File: src/rtl/exec_ctrl_pkg.sv
// Shared definitions for the pipeline execution sequencer: state codes,
// the HALT opcode and the default drain length.
package exec_ctrl_pkg;

  typedef enum logic [2:0] {
    ST_IDLE      = 3'd0,
    ST_RUN       = 3'd1,
    ST_STEP_WAIT = 3'd2,
    ST_STEP_EXEC = 3'd3,
    ST_DRAIN     = 3'd4,
    ST_DONE      = 3'd5
  } state_t;

  localparam int         STATE_W              = 3;
  localparam logic [5:0] HALT_OPCODE          = 6'b111111;
  localparam int         DEFAULT_DRAIN_CYCLES = 4;

endpackage

File: src/rtl/sat_counter.sv
// Saturating up-counter with synchronous clear; clear wins over increment.
module sat_counter #(
  parameter int NB_CNT = 32
) (
  input  logic              clk,
  input  logic              rst,
  input  logic              clear,
  input  logic              inc,
  output logic [NB_CNT-1:0] count
);

  logic [NB_CNT-1:0] count_reg;

  always_ff @(posedge clk) begin
    if (rst || clear) begin
      count_reg <= '0;
    end else if (inc && (count_reg != '1)) begin
      count_reg <= count_reg + NB_CNT'(1);
    end
  end

  assign count = count_reg;

endmodule

File: src/rtl/exec_controller.sv
// Execution sequencer for the 5-stage pipeline: owns PC/IF-ID/pipe enables,
// flush lines, run/step/drain sequencing and the cycle/fetch counters.
module exec_controller
  import exec_ctrl_pkg::*;
#(
  parameter int NB_CNT       = 32,
  parameter int DRAIN_CYCLES = DEFAULT_DRAIN_CYCLES
) (
  input  logic               clk,
  input  logic               i_rst,
  input  logic               i_start,
  input  logic               i_mode,
  input  logic               i_step,
  input  logic               i_clear,
  input  logic               i_halt_id,
  input  logic               i_load_stall,
  input  logic               i_branch_taken,
  output logic               o_pc_en,
  output logic               o_if_id_en,
  output logic               o_pipe_en,
  output logic               o_if_id_flush,
  output logic               o_id_ex_flush,
  output logic               o_busy,
  output logic               o_done,
  output logic [STATE_W-1:0] o_state,
  output logic [NB_CNT-1:0]  o_cycle_cnt,
  output logic [NB_CNT-1:0]  o_fetch_cnt
);

  localparam int DRAIN_W = $clog2(DRAIN_CYCLES + 1);

  state_t             state_reg, state_next;
  logic [DRAIN_W-1:0] drain_reg, drain_next;
  logic               cnt_clear;

  always_ff @(posedge clk) begin
    if (i_rst) begin
      state_reg <= ST_IDLE;
      drain_reg <= '0;
    end else begin
      state_reg <= state_next;
      drain_reg <= drain_next;
    end
  end

  always_comb begin
    state_next    = state_reg;
    drain_next    = drain_reg;
    cnt_clear     = 1'b0;
    o_pc_en       = 1'b0;
    o_if_id_en    = 1'b0;
    o_pipe_en     = 1'b0;
    o_if_id_flush = 1'b0;
    o_id_ex_flush = 1'b0;
    o_done        = 1'b0;
    case (state_reg)
      ST_IDLE: begin
        if (i_start) begin
          cnt_clear  = 1'b1;
          state_next = i_mode ? ST_STEP_WAIT : ST_RUN;
        end
      end
      ST_RUN, ST_STEP_EXEC: begin
        o_pipe_en  = 1'b1;
        o_pc_en    = 1'b1;
        o_if_id_en = 1'b1;
        if (state_reg == ST_STEP_EXEC) begin
          state_next = ST_STEP_WAIT;
        end
        // A load-use stall masks any branch or halt seen in the same cycle.
        if (i_load_stall) begin
          o_pc_en       = 1'b0;
          o_if_id_en    = 1'b0;
          o_id_ex_flush = 1'b1;
        end else if (i_halt_id) begin
          o_pc_en       = 1'b0;
          o_if_id_flush = 1'b1;
          drain_next    = DRAIN_W'(DRAIN_CYCLES);
          state_next    = ST_DRAIN;
        end else if (i_branch_taken) begin
          o_if_id_flush = 1'b1;
        end
      end
      ST_STEP_WAIT: begin
        if (i_step) begin
          state_next = ST_STEP_EXEC;
        end
      end
      ST_DRAIN: begin
        o_pipe_en     = 1'b1;
        o_if_id_en    = 1'b1;
        o_if_id_flush = 1'b1;
        drain_next    = drain_reg - DRAIN_W'(1);
        if (drain_reg <= DRAIN_W'(1)) begin
          drain_next = '0;
          state_next = ST_DONE;
        end
      end
      ST_DONE: begin
        o_done = 1'b1;
        if (i_clear) begin
          state_next = ST_IDLE;
        end
      end
      default: state_next = ST_IDLE;
    endcase
  end

  assign o_busy  = (state_reg != ST_IDLE) && (state_reg != ST_DONE);
  assign o_state = state_reg;

  // Index 0 counts pipeline cycles, index 1 counts fetches.
  logic [1:0]        cnt_inc;
  logic [NB_CNT-1:0] cnt_val [2];

  assign cnt_inc = {o_pc_en, o_pipe_en};

  for (genvar gi = 0; gi < 2; gi++) begin : g_cnt
    sat_counter #(
      .NB_CNT(NB_CNT)
    ) u_cnt (
      .clk  (clk),
      .rst  (i_rst),
      .clear(cnt_clear),
      .inc  (cnt_inc[gi]),
      .count(cnt_val[gi])
    );
  end

  assign o_cycle_cnt = cnt_val[0];
  assign o_fetch_cnt = cnt_val[1];

endmodule

File: config.mk
export PLATFORM = sky130hd
export DESIGN_NAME = exec_controller
export DESIGN_NICKNAME = d
export VERILOG_FILES = /design/src/rtl/exec_ctrl_pkg.sv /design/src/rtl/sat_counter.sv /design/src/rtl/exec_controller.sv
export SDC_FILE = /design/constraint.sdc
export NUM_CORES = 1
export LEC_CHECK = 0
export ABC_AREA = 1
export CORE_MARGIN = 8
export CORE_UTILIZATION = 45
export DETAILED_ROUTE_END_ITERATION = 10
export PLACE_DENSITY = 0.81
export SYNTH_ARGS = -nofsm -noshare
export SYNTH_HDL_FRONTEND = slang
export SYNTH_SLANG_ARGS = --single-unit
File: constraint.sdc
create_clock -name clk -period 2 [get_ports clk]
set_input_delay 0.5 -clock clk [delete_from_list [all_inputs] [get_ports clk]]
set_output_delay 0.5 -clock clk [all_outputs]
set_load 0.02 [all_outputs]
==> results by group, run 1 <==
Status
  – Outcome: finished, final reports clean

Drt
  – Initial DRC Count: 286
  – Via/cell ratio: 4.91
  – Detailed Route WL: 11900 microns
  – Final ANT Viol Nets: 0
  – DRC: 0
  – DR pass1 iterations: 5
  – DR WL/cell: 12.2 microns
  – Vias: 4822

Setup path
  – Crit Path Category: reg -> out
  – Reg2Reg Depth: 11
  – Critical path capture point type: output pin
  – Crit start category: flip-flop
  – Minimum setup slack among reg-to-reg paths: 0.18 ns
  – Reg2reg end: g_cnt[1].u_cnt.count[22]
  – CP peak stage delay: 0.66 ns
  – Worst Path Required: 1.50 ns
  – Reg2reg start: g_cnt[1].u_cnt.count[0]
  – Crit-path slowest cell: clkdlybuf4s50_1
  – Crit path max fanout: 5
  – Worst Path Buf+Inv: 1
  – Crit-path cells: clkdlybuf4s50_1
  – Top delay family on crit path: buffers and inverters
  – Worst EP arrival: 1.46 ns

Worst hold path
  – Hold Path Class: reg -> reg
  – Hold_sp: drain_reg[1]
  – Hold Path Depth: 2
  – Hold Crit Endpoint: drain_reg[1]

Timing
  – Worst-Margin Slew: 0.644 ns
  – Post-layout min period: 1.96 ns
  – Final Hold Viols: 0
  – Clock skew: 0.0154 ns
  – Final period utilization: 0.982
  – Slack of the critical path: 0.0369 ns
  – Slew Limit Fails: 0
  – Relative max-transition margin: 0.570
  – Fin Hold WS: 0.493 ns
  – Fmax: 509 MHz
  – Setup TNS: 0 ns
  – Finish-stage setup viols: 0

Pwr
  – Leak pwr: 0.00243 uW
  – Power per cell area: 679 nW/um^2
  – Tot Pwr: 4000 uW
  – Max VDD drop: 0.655 mV

Clocking
  – CTS Sinks: 70
  – Clock Path Buffers: 2
  – CTS clock-pin slew for the worst setup and hold paths: 0.09 ns
  – Clk root buf: clkbuf_8
  – Total CTS buffers: 9
  – Htree depth: 3
  – CTS tree: built
  – Post-CTS Hold Fix Bufs: 0
  – Later-pin clock latency in the skew report: 0.35 ns

Floorplan
  – Row count: 36
  – Die area: 13600 sq um
  – Number of I/O pins: 83
  – Core Area: 9820 sq um
  – Die height: 117 microns
  – Chip Width: 117 microns
  – Initial Util: 0.465

Global routing
  – GRT Overall Usage: 0.181
  – Largest net degree at the start of global routing: 45
  – First-pass GRT wire length: 20100 microns
  – Vias in the first global route: 4426
  – Initial antenna violation count: 0
  – Total gr overflow: 0

Synthesis
  – Yosys warnings: 0
  – Yosys reg bits: 70
  – Syn Inst Count: 741
  – Post-synth cell types: 28
  – Register area share after synthesis: 0.307
  – EDFF count, synth: 0
  – Post-synthesis cell area: 4570 sq um
  – FFs w/ async S/R, synth: 0
  – Net count after synthesis: 754
  – Predominant post-synthesis flop cell: dfxtp_1
  – Avg Synthesized Cell Area: 6.16 sq um

Cells and area
  – Final Non-Filler Cells: 982
  – Post-layout nets: 857
  – Max FFs per register: 64
  – Layout cells sized above 1: 0.124
  – Area growth syn-to-layout: 29.0%
  – Ant diodes: 0

Place
  – Input/output buffers: 82
  – Place WS: -0.411 ns
  – Placed insts: 965
  – HPWL Detailed: 9070 microns
  – GP Congestion: 0.907

Run
  – Max-cap viol count: 0
-- final cells by class --
class | count | area [sq um]
Clock buffer | 9 | 124
Clock inverter | 7 | 73.8
Fill cell | 950 | 3930
Inverter | 72 | 273
Multi-Input combinational cell | 583 | 2780
Sequential cell | 70 | 1400
Tap cell | 133 | 166
Timing Repair Buffer | 108 | 1070
-- metal layers --
layer	vias up	GRT usage	part of all wire
met2	132	0.296	0.46
met1	2166	0.234	0.48
met4	0	0.0648	0.010
li1	2515	-	-
met5	-	0	0
met3	9	0.0321	0.055
-- through the flow --
stage	instance area, sq um	util
floorplan	4570	-
global placement	5660	0.576
detailed placement	5660	0.576
CTS	5850	0.595
global route	5890	0.600
finish	5890	0.600
-- where the power goes --
group / total (uW) / internal, uW / switching, uW
registers: 1490 / 1440 / 42.6
logic: 1350 / 480 / 874
clock network: 1160 / 580 / 579
-- cells by family (layout without fill, tap and decap cells) --
| kind of cell | after synthesis | after routing | synth area share |
|---|---|---|---|
| AOI/OAI and AO/OA | 70 | 70 | 0.0934 |
| xor gates and xnor gates | 30 | 30 | 0.0575 |
| adders and majority gates | 4 | 4 | 0.0110 |
| buffers and inverters | 88 | 196 | 0.0885 |
| DFF | 70 | 70 | 0.307 |
| and+or+nand+nor | 479 | 479 | 0.443 |
-- cells in the mapped netlist (3+ instances only) --
library cell,count,area [sq um]
ha_1,4,50.1
xor2_1,18,158
nand3_1,32,160
nand2_1,262,983
inv_1,71,267
nor2_1,129,484
nand4_1,13,81.3
nand2_4,3,33.8
a21oi_2,18,158
clkbuf_1,6,22.5
xnor2_1,12,105
buf_6,5,56.3
dfxtp_1,70,1400
a21oi_1,35,175
nor3_1,11,55.1
o21ai_0,14,70.1
buf_2,3,15.0
nand2_2,19,119
nor2_4,3,33.8
-- timing repair --
action | CTS | global route
setup buffers | 0 | 1
gates resized for setup | 25 | 29
pin swaps | 0 | 2
endpoints found under the setup margin | 11 | 66
hold endpoints to repair | 0 | 0
-- layout by cell type (no fill, tap or decap), drive strengths merged, types with 16 or more instances in the layout --
cell type,Yosys,routed
a21oi,53,53
buf,10,30
clkdlybuf4s50,0,55
dfxtp,70,70
dlymetal6s2s,0,16
inv,72,73
nand2,284,284
nand3,32,32
nor2,136,136
xor2,18,18
-- worst max-delay path by stage --
stage / from / end / slack [ns] / cells after the start
floorplan: o_state[0] / o_if_id_flush / 0.1 / 4
global placement: i_load_stall / o_if_id_flush / -0.40 / 5
detailed placement: i_load_stall / o_if_id_flush / -0.41 / 5
CTS: i_load_stall / o_pc_en / 0.004 / 3
global route: g_cnt[1].u_cnt.count[12] / o_fetch_cnt[12] / -0.003 / 1
finish: g_cnt[1].u_cnt.count[12] / o_fetch_cnt[12] / 0.04 / 1
Note: power is estimated with default switching activity, not from simulation.
==> run 2: changes to the inputs <==
--- a/config.mk
+++ b/config.mk
@@ -9,7 +9,7 @@
 export CORE_MARGIN = 8
 export CORE_UTILIZATION = 45
 export DETAILED_ROUTE_END_ITERATION = 10
-export PLACE_DENSITY = 0.81
+export PLACE_DENSITY = 0.84
 export SYNTH_ARGS = -nofsm -noshare
 export SYNTH_HDL_FRONTEND = slang
 export SYNTH_SLANG_ARGS = --single-unit
==> constraint.sdc (replaced) <==
create_clock -name clk -period 1.75 [get_ports clk]
set_input_delay 0.4375 -clock clk [delete_from_list [all_inputs] [get_ports clk]]
set_output_delay 0.4375 -clock clk [all_outputs]
set_load 0.02 [all_outputs]
==> run 2 against run 1 <==
  * Utilization is 4.5 points higher
  * The run now ends with negative setup slack left
  * Worst hold slack improved by 0.00079 ns
  * Combinational power up 47%
  * Via count increased by 6.0%
  * Setup slack worse by 0.040 ns
==> results by group, run 2 (synthesized netlist as in run 1, its figures left out) <==
Clocking
  – CTS clock-pin slew for the worst setup and hold paths: 0.08 ns (about the same)
  – CTS tree: built
  – Htree depth: 3 (unchanged)
  – Clk root buf: clkbuf_8
  – CTS Sinks: 70 (unchanged)
  – Post-CTS Hold Fix Bufs: 0 (unchanged)
  – Clock Path Buffers: 2 (unchanged)
  – Later-pin clock latency in the skew report: 0.35 ns (about the same)
  – Total CTS buffers: 9 (unchanged)

Timing
  – Finish-stage setup viols: 1 (+1)
  – Clock skew: 0.0143 ns (-0.00104 ns)
  – Final Hold Viols: 0 (unchanged)
  – Fin Hold WS: 0.494 ns (+0.000792 ns)
  – Slack of the critical path: -0.00332 ns (-0.0402 ns)
  – Post-layout min period: 1.75 ns
  – Final period utilization: 1.00
  – RSZ-0062 raised after global routing: true
  – Relative max-transition margin: 0.762 (+0.192)
  – Slew Limit Fails: 0 (unchanged)
  – Fmax: 570 MHz
  – Worst-Margin Slew: 0.356 ns (-0.288 ns)

Setup path
  – Worst Path Required: 1.31 ns (-0.19 ns)
  – Crit Path Category: reg -> out
  – Minimum setup slack among reg-to-reg paths: 0.10 ns (-0.08 ns)
  – Worst EP arrival: 1.32 ns (-0.14 ns)
  – Crit path max fanout: 4 (-1)
  – Critical path capture point type: output pin
  – Crit start category: flip-flop

Drt
  – Final ANT Viol Nets: 0 (unchanged)
  – DR WL/cell: 12.8 microns (+4.9%)
  – Vias: 5113 (+6.0%)
  – DR pass1 iterations: 5 (unchanged)
  – Detailed Route WL: 13100 microns (+10%)
  – Via/cell ratio: 4.96 (+1.1%)
  – Initial DRC Count: 351 (+23%)
  – DRC: 0 (unchanged)

Cells and area
  – Most common cell after layout, fill and taps aside: nand2_1
  – Max FFs per register: 64 (unchanged)
  – Layout cells sized above 1: 0.213 (+0.0893)
  – Final Non-Filler Cells: 1030 (+4.9%)
  – Ant diodes: 0 (unchanged)
  – Most frequent cells in the layout: nand2_1, nor2_1, dlygate4sd2_1
  – Post-Layout Inst Area: 6330 sq um (+7.5%)
  – Area growth syn-to-layout: 38.7%
  – Post-layout nets: 905 (+5.6%)

Floorplan
  – Die area: 13600 sq um (unchanged)
  – Core Area: 9820 sq um (unchanged)
  – Die height: 117 microns (unchanged)
  – Row count: 36 (unchanged)
  – Number of I/O pins: 83 (unchanged)
  – Initial Util: 0.465 (unchanged)
  – Chip Width: 117 microns (unchanged)

Global routing
  – Initial antenna violation count: 0 (unchanged)
  – First-pass GRT wire length: 21500 microns (+6.8%)
  – Vias in the first global route: 4685 (+5.9%)
  – Total gr overflow: 0 (unchanged)
  – GRT Overall Usage: 0.193 (+0.0120)
  – Largest net degree at the start of global routing: 19 (-58%)

Pwr
  – Leak pwr: 0.00273 uW (+13%)
  – Max VDD drop: 0.724 mV (+11%)
  – Tot Pwr: 5160 uW (+29%)
  – Power per cell area: 815 nW/um^2 (+20%)

Run
  – Max-cap viol count: 0 (unchanged)

Worst hold path
  – Hold Path Class: reg -> reg

Status
  – Outcome: finished with violations
  – Failing checks: negative setup slack

Place
  – Place WS: -0.522 ns (-0.111 ns)
  – Input/output buffers: 82 (unchanged)
  – Post-place instance area: 6040 sq um (+6.7%)
  – HPWL Detailed: 9970 microns (+9.9%)
  – Placed insts: 1011 (+4.8%)
  – GP Congestion: 0.920 (+1.4%)
[run 2: changes by cell type in the layout (fill, tap and decap cells not counted), sizes merged]
cell / delta
clkbuf: +2
buf: +50
inv: -1
dlygate4sd2: +64
clkinvlp: +1
clkdlybuf4s50: -49
dlymetal6s2s: -16
clkdlybuf4s15: -1
clkinv: -2
[run 2: repair_timing]
item,in CTS,in global routing
buffers inserted,0,2
endpoints found under the setup margin,74,62
pin swaps,2,7
cloned,0,1
hold endpoints to repair,0,0
resized for setup,114,40
[run 2: metrics by stage]
stage	TNS (ns)	util
after floorplan	0	-
after global placement	-10.01	0.615
after detailed placement	-10.34	0.615
after CTS	-0.00582	0.629
after global routing	-0.128	0.645
final	-0.00332	0.645
[run 2: area by class of cell]
class	count	area [sq um]
repair buffers	156	1350
clock buffers	11	163
multi-input cells	583	2900
inverters	72	270
flip-flops and latches	70	1430
well taps	133	166
clock inverters	5	55.1
fillers	899	3490
[run 2: metal layers]
layer  vias up  GRT usage  part of all wire
met4         0     0.0751             0.018
met3        19     0.0346             0.072
met2       153      0.330              0.48
met1      2335      0.236              0.43
met5         -          0                 0
li1       2606          -                 -
[run 2: path summary, 6_finish.rpt]
kind,start,end,depth (start not counted)
max,o_state[0],o_if_id_flush,5
min,g_cnt[1].u_cnt.count[10],g_cnt[1].u_cnt.count[10],2
max reg2reg,g_cnt[1].u_cnt.count[0],g_cnt[1].u_cnt.count[13],11
min reg2reg,g_cnt[1].u_cnt.count[10],g_cnt[1].u_cnt.count[10],2
[run 2: critical path, stage by stage (launching register included)]
cell and delay [ns]:
dfxtp_4 0.38, nor2_4 0.14, nand2_4 0.09, buf_6 0.12, a21oi_2 0.10, buf_4 0.15
[run 2: where the power goes]
part / internal (uW) / total (uW) / switching (uW)
clock: 779 / 1420 / 641
combinational: 852 / 1990 / 1140
sequential: 1670 / 1750 / 81.1
total: 3300 / 5160 / 1860
